### src/rtl/riscv_pkg.sv
// Shared types for the data-memory port arbiter.
// State encoding and port count used by the arbiter and its picker.
package riscv_pkg;

  typedef enum logic [1:0] {
    ARB_IDLE,
    ARB_WRITE,
    ARB_READ,
    ARB_RESP
  } arb_state_t;

  localparam int ARB_NUM_PORTS = 2;

endpackage

### src/rtl/riscv_rr_arbiter.sv
// Two-port round-robin picker.
// On contention the port that did not win last time is chosen.
module riscv_rr_arbiter
  import riscv_pkg::*;
(
  input  logic [ARB_NUM_PORTS-1:0] req,
  input  logic                     last_gnt,
  output logic [ARB_NUM_PORTS-1:0] gnt
);

  always_comb begin
    gnt = '0;
    unique case (1'b1)
      (req == 2'b11): gnt = last_gnt ? 2'b01 : 2'b10;
      (req == 2'b01): gnt = 2'b01;
      (req == 2'b10): gnt = 2'b10;
      default:        gnt = '0;
    endcase
  end

endmodule

### src/rtl/riscv_dmem_port_arbiter.sv
// Shares one data-memory port between the memory stage (port 0)
// and the DMA engine (port 1), one transaction in flight.
module riscv_dmem_port_arbiter
  import riscv_pkg::*;
#(
  parameter int ADDR_WIDTH = 64,
  parameter int DATA_WIDTH = 64,
  parameter int STRB_WIDTH = DATA_WIDTH / 8,
  parameter int TIMEOUT    = 255
) (
  input  logic                    clk,
  input  logic                    reset,
  input  logic [1:0]              i_req_valid,
  input  logic [1:0]              i_req_write,
  input  logic [2*ADDR_WIDTH-1:0] i_req_addr,
  input  logic [2*DATA_WIDTH-1:0] i_req_wdata,
  input  logic [2*STRB_WIDTH-1:0] i_req_strb,
  output logic [1:0]              o_req_ready,
  output logic [1:0]              o_rsp_valid,
  output logic [DATA_WIDTH-1:0]   o_rsp_rdata,
  output logic                    o_rsp_err,
  output logic                    o_busy,
  output logic [ADDR_WIDTH-1:0]   o_mem_addr,
  output logic                    o_mem_wr_valid,
  input  logic                    i_mem_wr_ready,
  output logic [DATA_WIDTH-1:0]   o_mem_wr_data,
  output logic [STRB_WIDTH-1:0]   o_mem_wr_strb,
  output logic                    o_mem_rd_ready,
  input  logic                    i_mem_rd_valid,
  input  logic [DATA_WIDTH-1:0]   i_mem_rd_data
);

  localparam int CW = (TIMEOUT > 1) ? $clog2(TIMEOUT) : 1;

  arb_state_t            state;
  logic                  last_gnt;
  logic                  gnt_q;
  logic [ADDR_WIDTH-1:0] addr_q;
  logic [DATA_WIDTH-1:0] data_q;
  logic [STRB_WIDTH-1:0] strb_q;
  logic [DATA_WIDTH-1:0] rdata_q;
  logic                  err_q;
  logic [CW-1:0]         cnt;

  logic [1:0]            gnt_oh;
  logic                  gnt_idx;
  logic                  sel_write;
  logic [ADDR_WIDTH-1:0] sel_addr;
  logic [DATA_WIDTH-1:0] sel_data;
  logic [STRB_WIDTH-1:0] sel_strb;
  logic                  expire;
  logic                  in_mem;

  riscv_rr_arbiter u_rr (
    .req      (i_req_valid),
    .last_gnt (last_gnt),
    .gnt      (gnt_oh)
  );

  assign gnt_idx = gnt_oh[1];

  always_comb begin
    sel_write = i_req_write[gnt_idx];
    sel_addr  = gnt_idx ? i_req_addr[2*ADDR_WIDTH-1:ADDR_WIDTH]
                        : i_req_addr[ADDR_WIDTH-1:0];
    sel_data  = gnt_idx ? i_req_wdata[2*DATA_WIDTH-1:DATA_WIDTH]
                        : i_req_wdata[DATA_WIDTH-1:0];
    sel_strb  = gnt_idx ? i_req_strb[2*STRB_WIDTH-1:STRB_WIDTH]
                        : i_req_strb[STRB_WIDTH-1:0];
  end

  // TIMEOUT == 0 disables the watchdog entirely
  assign expire = (TIMEOUT != 0) && (cnt == CW'(TIMEOUT - 1));

  always_ff @(posedge clk) begin
    if (reset) begin
      state    <= ARB_IDLE;
      last_gnt <= 1'b1;
      gnt_q    <= 1'b0;
      addr_q   <= '0;
      data_q   <= '0;
      strb_q   <= '0;
      rdata_q  <= '0;
      err_q    <= 1'b0;
      cnt      <= '0;
    end else begin
      unique case (state)
        ARB_IDLE: begin
          if (|gnt_oh) begin
            gnt_q    <= gnt_idx;
            last_gnt <= gnt_idx;
            addr_q   <= sel_addr;
            data_q   <= sel_data;
            strb_q   <= sel_strb;
            rdata_q  <= '0;
            err_q    <= 1'b0;
            cnt      <= '0;
            state    <= sel_write ? ARB_WRITE : ARB_READ;
          end
        end
        ARB_WRITE: begin
          if (i_mem_wr_ready) begin
            err_q <= 1'b0;
            state <= ARB_RESP;
          end else if (expire) begin
            err_q <= 1'b1;
            state <= ARB_RESP;
          end else begin
            cnt <= cnt + 1'b1;
          end
        end
        ARB_READ: begin
          if (i_mem_rd_valid) begin
            rdata_q <= i_mem_rd_data;
            err_q   <= 1'b0;
            state   <= ARB_RESP;
          end else if (expire) begin
            rdata_q <= '0;
            err_q   <= 1'b1;
            state   <= ARB_RESP;
          end else begin
            cnt <= cnt + 1'b1;
          end
        end
        ARB_RESP: state <= ARB_IDLE;
        default:  state <= ARB_IDLE;
      endcase
    end
  end

  assign in_mem = (state == ARB_WRITE) || (state == ARB_READ);

  assign o_req_ready    = (state == ARB_IDLE && !reset) ? gnt_oh : 2'b00;
  assign o_busy         = (state != ARB_IDLE);
  assign o_rsp_valid    = (state != ARB_RESP) ? 2'b00 :
                          (gnt_q ? 2'b10 : 2'b01);
  assign o_rsp_rdata    = (state == ARB_RESP) ? rdata_q : '0;
  assign o_rsp_err      = (state == ARB_RESP) && err_q;
  assign o_mem_addr     = in_mem ? addr_q : '0;
  assign o_mem_wr_valid = (state == ARB_WRITE);
  assign o_mem_wr_data  = (state == ARB_WRITE) ? data_q : '0;
  assign o_mem_wr_strb  = (state == ARB_WRITE) ? strb_q : '0;
  assign o_mem_rd_ready = (state == ARB_READ);

endmodule
### config.mk
export PLATFORM = sky130hd
export DESIGN_NAME = riscv_dmem_port_arbiter
export DESIGN_NICKNAME = d
export VERILOG_FILES = /design/src/rtl/riscv_pkg.sv /design/src/rtl/riscv_rr_arbiter.sv /design/src/rtl/riscv_dmem_port_arbiter.sv
export SDC_FILE = /design/constraint.sdc
export NUM_CORES = 1
export LEC_CHECK = 0
export ABC_AREA = 1
export ABC_CLOCK_PERIOD_IN_PS = 2400
export BUFFER_PORTS_ARGS = -buffer_cell sky130_fd_sc_hd__buf_2
export CELL_PAD_IN_SITES_DETAIL_PLACEMENT = 0
export CELL_PAD_IN_SITES_GLOBAL_PLACEMENT = 1
export CORE_AREA = 4 4 215 217
export DETAILED_ROUTE_END_ITERATION = 12
export DIE_AREA = 0 0 219 221
export PLACE_DENSITY = 0.76
export SETUP_SLACK_MARGIN = 0.05
export SKIP_CTS_REPAIR_TIMING = 1
export SLEW_MARGIN = 40
export SYNTH_ARGS = -nofsm -noshare
export SYNTH_HDL_FRONTEND = slang
export SYNTH_SLANG_ARGS = --single-unit
### constraint.sdc
create_clock -name clk -period 2.4 [get_ports clk]
set_input_delay 0.12 -clock clk [delete_from_list [all_inputs] [get_ports clk]]
set_output_delay 0.12 -clock clk [all_outputs]
set_load 0.005 [all_outputs]
==> results.md, run 1 <==
* Initial Util at between 20% and 30%
* Clk slew on worst S/H paths at 0.06 ns
* Total track usage at approximately 18%
* TritonRoute pass-1 iters at 5
* Fin crit period at 2.29 ns
* Failing checks: negative hold slack
* Nets at 3,093
* I/O Buffers at ~550
* Core area at approximately 44,000 sq um
* Total grt overflow at 0
* Clk Tree Root Cell: clkbuf_16
* Post-Syn Area at ~12,000 sq um
* Post-synth ARST share at 0%
* Mean Syn Cell Area at approximately 5.8 sq um
* WS Path Type: in -> reg
* Post-synth EDFFs at 0
* Final wirelength at 48,500 um
* Status: finished, violations left
* Num CTS Buffers at 26
* Max_cap viols at 0
* Top-area cell type share of the netlist area at 36.4%
* Final hold violation count at 39
* Antenna Violating Nets Remaining at 0
* CTS tree: done
* Share of post-route cells with drive strength above 1 at between 20% and 30%
* Die width at approximately 220 um
* Commonest non-fill, non-tap cells in the layout: nand2_1, buf_2, nor2_1
* Startpoint types: input port
* FP Rows at 77
* Actual transition at the worst max-transition pin at 0.751 ns
* Die area at approximately 48,000 sq um
* WHS at -0.0657 ns
* Placer Congestion at between 0.8 and 0.9
* Hold Crit Depth at 5
* Multi-input combinational cell area at 6050 sq um
* Final period util at about 95%
* Worst VDD drop at roughly 440 uV
* Clk Latency, worst-skew pair at 0.54 ns
* Leak at ~11 nW
* H-tree Lvls at 1
* #FFs+latches synth at 213
* Critical Path RT at 2.87 ns
* Yosys cell types at 31
* Setup Viol. Count Final at 0
* Register Area at 4260 sq um
* Total power at approximately 17 mW
* Max clock buf depth at 3
* HP Class: in -> reg
* Slew Limit Fails at 0
* Die height at between 200 and 250 um
* Initial DRC count at 925
* IO Count at 552
* Largest net degree at the start of global routing at around 140
* Number of global-route vias before repair at 12.7k
* Most common flop cell mapped by yosys: dfxtp_1
* CP max FO at around 130
* Clk_skew at ~0.011 ns
* First-pass GRT wire length at approximately 70,000 um
* Initial antenna violation count at 7
* Max Clk Rate at about 440 MHz
* YS warnings at 0
* R2r worst-path depth at 8
* Post-Syn Instances at 2,026
* PD cells at about 900 nW/um^2
* Setup crit end kind: flip-flop
* Sinks on the clock net at approximately 210
* Area contributors post-synth: dfxtp_1, nand2_1, nor2_1
* Worst EP arrival at roughly 2.8 ns
* Drt wl/cell at roughly 14 um
* Most common cell after layout, fill and taps aside: nand2_1
* Setup_tns at 0 ns
* Filler cell count at slightly below 5k
* Post-route DRC at 0
* Syn Nets at roughly 2.4k
* RSZ-0062 raised after global routing: false
* Via density at between 4 and 5
* Area grow syn2layout at 56.8%
* FF-to-FF setup slack at 0.15 ns
* DR vias at 14.6k
* Register area share after synthesis at between 30% and 40%
* DPL Wire Length at between 30,000 and 40,000 um
* Final core utilization at a little over two fifths
* Relative slew margins at between 40% and 50%
* Yosys top cell by area: dfxtp_1
[power breakdown]
group	switching (mW)	internal (mW)
clock network	1.61	2.66
registers	0.588	4.71
logic	4.30	2.68
[through the flow]
step / cell area (sq um) / setup slack (ns) / instances
6_report: 18400 / 0.112 / 3354
5_1_grt: 18400 / 0.0360 / 3352
4_1_cts: 15900 / 0.118 / 3105
3_5_place_dp: 15000 / 0.432 / 3058
3_3_place_gp: 15000 / 0.553 / 3058
2_1_floorplan: 11700 / 0.708 / 2026
[final timing paths]
check | to | from
hold reg to reg | rdata_q[14]$_SDFFE_PP0P_ | rdata_q[14]$_SDFFE_PP0P_
hold / removal | data_q[34]$_SDFFE_PP0P_ | i_req_wdata[34]
setup / recovery | addr_q[10]$_SDFFE_PP0P_ | i_req_valid[0]
setup reg to reg | addr_q[10]$_SDFFE_PP0P_ | last_gnt$_SDFFE_PP1P_
[sequential cells by signal (all words and copies together) (netlist names)]
| name | count |
|---|---|
| addr_q | 64 |
| data_q | 64 |
| rdata_q | 64 |
| cnt | 8 |
| strb_q | 8 |
| state | 2 |
| err_q | 1 |
| gnt_q | 1 |
| last_gnt | 1 |
[layout make-up]
type	instances	share of cell area, %
Clock inverter	9	1.02
Tap cell	592	4.03
Sequential cell	213	23.2
Inverter	227	4.69
Timing Repair Buffer	815	30.2
Antenna cell	2	0.0272
Multi-Input combinational cell	1458	32.9
Clock buffer	38	4.00
[cell usage after synthesis (2+ instances only)]
library cell	count
nand2_1	786
nor2_1	381
inv_1	223
dfxtp_1	213
o21ai_0	137
nand3_1	71
clkbuf_1	70
buf_2	42
nor2_2	42
a21oi_1	11
buf_1	8
ha_1	8
inv_2	4
buf_6	3
buf_8	3
nand2_2	3
o21ai_1	3
o21bai_1	3
nor3_1	2
xor2_1	2
[cells by family after synthesis]
kind of cell,Yosys count,share of synthesized area [%]
AO/OA/AOI/OAI,157,6.90
XOR/XNOR,3,0.224
adder cells (fa/ha/maj),8,0.853
buffers and inverters,355,12.3
flip-flops,213,36.4
AND/OR/NAND/NOR,1290,43.3
[layer usage]
layer | wire [um] | vias up | GRT usage (%)
li1 | - | 7443 | -
met1 | 19700 | 6594 | 21.8
met2 | 23900 | 513 | 30.7
met3 | 3540 | 82 | 4.49
met4 | 1380 | 4 | 4.79
met5 | 29 | - | 0
[worst max-delay path, stage by stage]
cell	delay (ns)
dlygate4sd3_1	0.64
buf_2	0.17
nand2_1	0.14
nand2_4	0.16
buf_12	0.29
nand2_1	0.11
nand2_1	0.10
dlygate4sd3_1	0.54
o21ai_0	0.09
nor2_1	0.11
(Power assumes the default switching activity.)
==> inputs of run 2 (changes only) <==
CORE_AREA = 4 4 212 214   (was 4 4 215 217)
DIE_AREA = 0 0 216 218   (was 0 0 219 221)
PLACE_DENSITY = 0.74   (was 0.76)
SYNTH_HIERARCHICAL = 1   (was default)
==> run 2 against run 1 <==
Power rose by 13%. Cell count fell by 5.7%. The flow still finishes with violations (negative hold slack). Area after synthesis fell by 5.2%. Fmax rose by 2.8%.
==> results.md, run 2 <==
* Status: finished, violations left
* Failing checks: negative hold slack
* Slew Limit Fails at 0
* Non-filler cells, final at ~3.2k
* Crit path capture: o_mem_addr[43]
* Synth cell count leaders: nand2_1, inv_1, dfxtp_1, o21ai_0, a31oi_1
* Largest net degree at the start of global routing at 138
* Total grt overflow at 0
* Final period util at just over 90%
* Register area share after synthesis at 38.4%
* Final core utilization at a little over two fifths
* Worst EP arrival at approximately 2.1 ns
* Placed instance area at 14,300 sq um
* Sw power at just under 8 mW
* Placed insts at between 2k and 3k
* Share of post-route cells with drive strength above 1 at 26.9%
* Clock power frac at between 20% and 30%
* Met2 WL at about 24,000 um
* Final hold violation count at 1
* Num CTS Buffers at 27
* Most common cell after layout, fill and taps aside: nand2_1
* CP max FO at 35
* Total track usage at between 10% and 20%
* Comb pwr share at a little under half
* Pre-CTS WS at 0.431 ns
* Die height at approximately 220 um
* R2r worst-path depth at 5
* Yosys top cell by area: dfxtp_1
* WHS at -0.0119 ns
* FF-to-FF setup slack at between 0.15 and 0.2 ns
* Sw Share at about two fifths
* IO Count at around 550
* Clk Latency, worst-skew pair at 0.54 ns
* Top layer in use: met4
* Area grow syn2layout at 67.3%
* Slowest stage cell, crit path: dfxtp_1
* Drt wl/cell at roughly 16 um
* DPL Wire Length at approximately 33,000 um
* Total power at ~19 mW
* Area contributors post-synth: dfxtp_1, nand2_1, inv_1
* Setup Viol. Count Final at 0
* Initial antenna violation count at 0
* CP startpoint: state[0]$_SDFFE_PP0P_
* Design area at roughly 19,000 sq um
* Filler cell count at ~4.3k
* Startpoint types: flip-flop
* Power Internal at roughly 11 mW
* Fin crit period at roughly 2.2 ns
* Leak at ~10 nW
* Hold Crit Start: i_req_write[0]
* Relative slew margins at between 40% and 50%
* Most common flop cell mapped by yosys: dfxtp_1
* Worst-path cell chain: inv_1 > ha_2 > clkbuf_16 > nand2_1 > inv_1 > buf_2
* Final wirelength at approximately 50,000 um
* First-pass GRT wire length at 67,800 um
* WL met3 at about 3600 um
* Setup crit end kind: primary output
* Worst VDD drop at between 500 and 600 uV
* Initial Util at around 26%
* CTS tree: done
* Die area at 47,100 sq um
* Placer Congestion at about 0.84
* Register Area at ~4300 sq um
* RSZ-0062 raised after global routing: false
* Sinks on the clock net at ~210
* Setup slack after layout at around 0.17 ns
* Initial DRC count at around 1.0k
* Post-synth ARST share at 0%
* Metal1 wirelength at a little over 20,000 um
* DR vias at between 10k and 15k
* Reg2reg start: last_gnt$_SDFFE_PP1P_
* Mean Syn Cell Area at between 6 and 7 sq um
* WS Path Type: reg -> out
* Multi-input combinational cell area at ~5000 sq um
* Critical R2R Capture: addr_q[2]$_SDFFE_PP0P_
* Regs by FF count: addr_q x64, data_q x64, rdata_q x64
* H-tree Lvls at 1
* Setup_tns at 0 ns
* Post-route DRC at 0
* Post-synth EDFFs at 0
* I/O Buffers at 551
* Max Clk Rate at ~450 MHz
* CP peak stage delay at ~0.46 ns
* PD cells at about 1000 nW/um^2
* Syn Nets at roughly 2.1k
* Commonest non-fill, non-tap cells in the layout: nand2_1, buf_2, dlygate4sd3_1
* Clk_skew at 0.0110 ns
* Die width at approximately 220 um
* Actual transition at the worst max-transition pin at between 0.8 and 0.9 ns
* Part of the power in registers at between 30% and 40%
* Post-Syn Area at 11,100 sq um
* Via density at around 4.5
* Top cell by count, worst path: inv_1
* Most frequent cell after synthesis: nand2_1
* Max clock buf depth at 3
* Critical Path RT at between 2 and 2.5 ns
* FP Rows at 76
* Clk Tree Root Cell: clkbuf_16
* #FFs+latches synth at around 210
* Core area at ~43,000 sq um
* Antenna Violating Nets Remaining at 0
* Max_cap viols at 0
* Post-Syn Instances at ~1.7k
* Number of global-route vias before repair at about 12k
* Yosys cell types at 27
* Nets at 2,911
* Clk slew on worst S/H paths at 0.06 ns
* TritonRoute pass-1 iters at 5
* Top-area cell type share of the netlist area at approximately two fifths
* YS warnings at 6
* HP Class: in -> reg
## run 2: changes by cell type after synthesis, moves of 15 or more
cell,before,now
nand3_1,71,12
a31oi_1,0,136
clkbuf_1,70,85
nand2_2,3,59
nor2_1,381,92
a21oi_1,11,76
nor2_2,42,2
nand2_1,786,579
buf_2,42,16
inv_1,223,283
## run 2: metal layers
metal / up-vias / global-route usage (%)
met5: - / 0
li1: 7007 / -
met3: 112 / 5.02
met1: 6528 / 21.9
met4: 0 / 4.54
met2: 609 / 30.3
## run 2: how the worst min path moves through the flow
stage | endpoint | slack, ns | cells after the start
global placement | rdata_q[27]$_SDFFE_PP0P_ | 0.35 | 3
global route | err_q$_SDFFE_PP0P_ | 0.005 | 4
finish | state[0]$_SDFFE_PP0P_ | -0.01 | 5
floorplan | rdata_q[10]$_SDFFE_PP0P_ | 0.26 | 2
CTS | rdata_q[58]$_SDFFE_PP0P_ | -0.23 | 3
detailed placement | rdata_q[58]$_SDFFE_PP0P_ | 0.35 | 3
## run 2: worst max-delay path, delay by kind of cell (launching register included)
kind                     cells  cell delay, ns
flip-flops                   1            0.46
AND/OR/NAND/NOR              1            0.07
buffers and inverters        4            0.56
adder cells (fa/ha/maj)      1            0.45
## run 2: power by group through the flow
| stage | combinational [mW] | clock, mW | sequential (mW) |
|---|---|---|---|
| after floorplan | 5.96 | 0 | 5.70 |
| after global placement | 7.99 | 0 | 5.93 |
| after detailed placement | 8.11 | 0 | 5.96 |
| after CTS | 8.16 | 4.05 | 5.91 |
| after global routing | 9.94 | 4.20 | 6.10 |
| final | 8.85 | 3.92 | 5.92 |
## run 2: kinds of logic after synthesis
kind of cell | Yosys count | share of synthesized area (%)
xor+xnor | 3 | 0.236
fa+ha+maj | 7 | 0.788
simple gates | 750 | 27.1
buf+inv | 413 | 15.8
flops | 213 | 38.4
compound gates | 356 | 17.7
## run 2: final cells by class
| cell class | instances | area share [%] |
|---|---|---|
| clock inverter | 4 | 0.121 |
| multi-input combinational | 1116 | 27.5 |
| inverter | 287 | 5.84 |
| tap | 585 | 3.93 |
| antenna | 1 | 0.0135 |
| timing repair buffer | 915 | 35.2 |
| sequential | 213 | 22.9 |
| clock buffer | 43 | 4.44 |
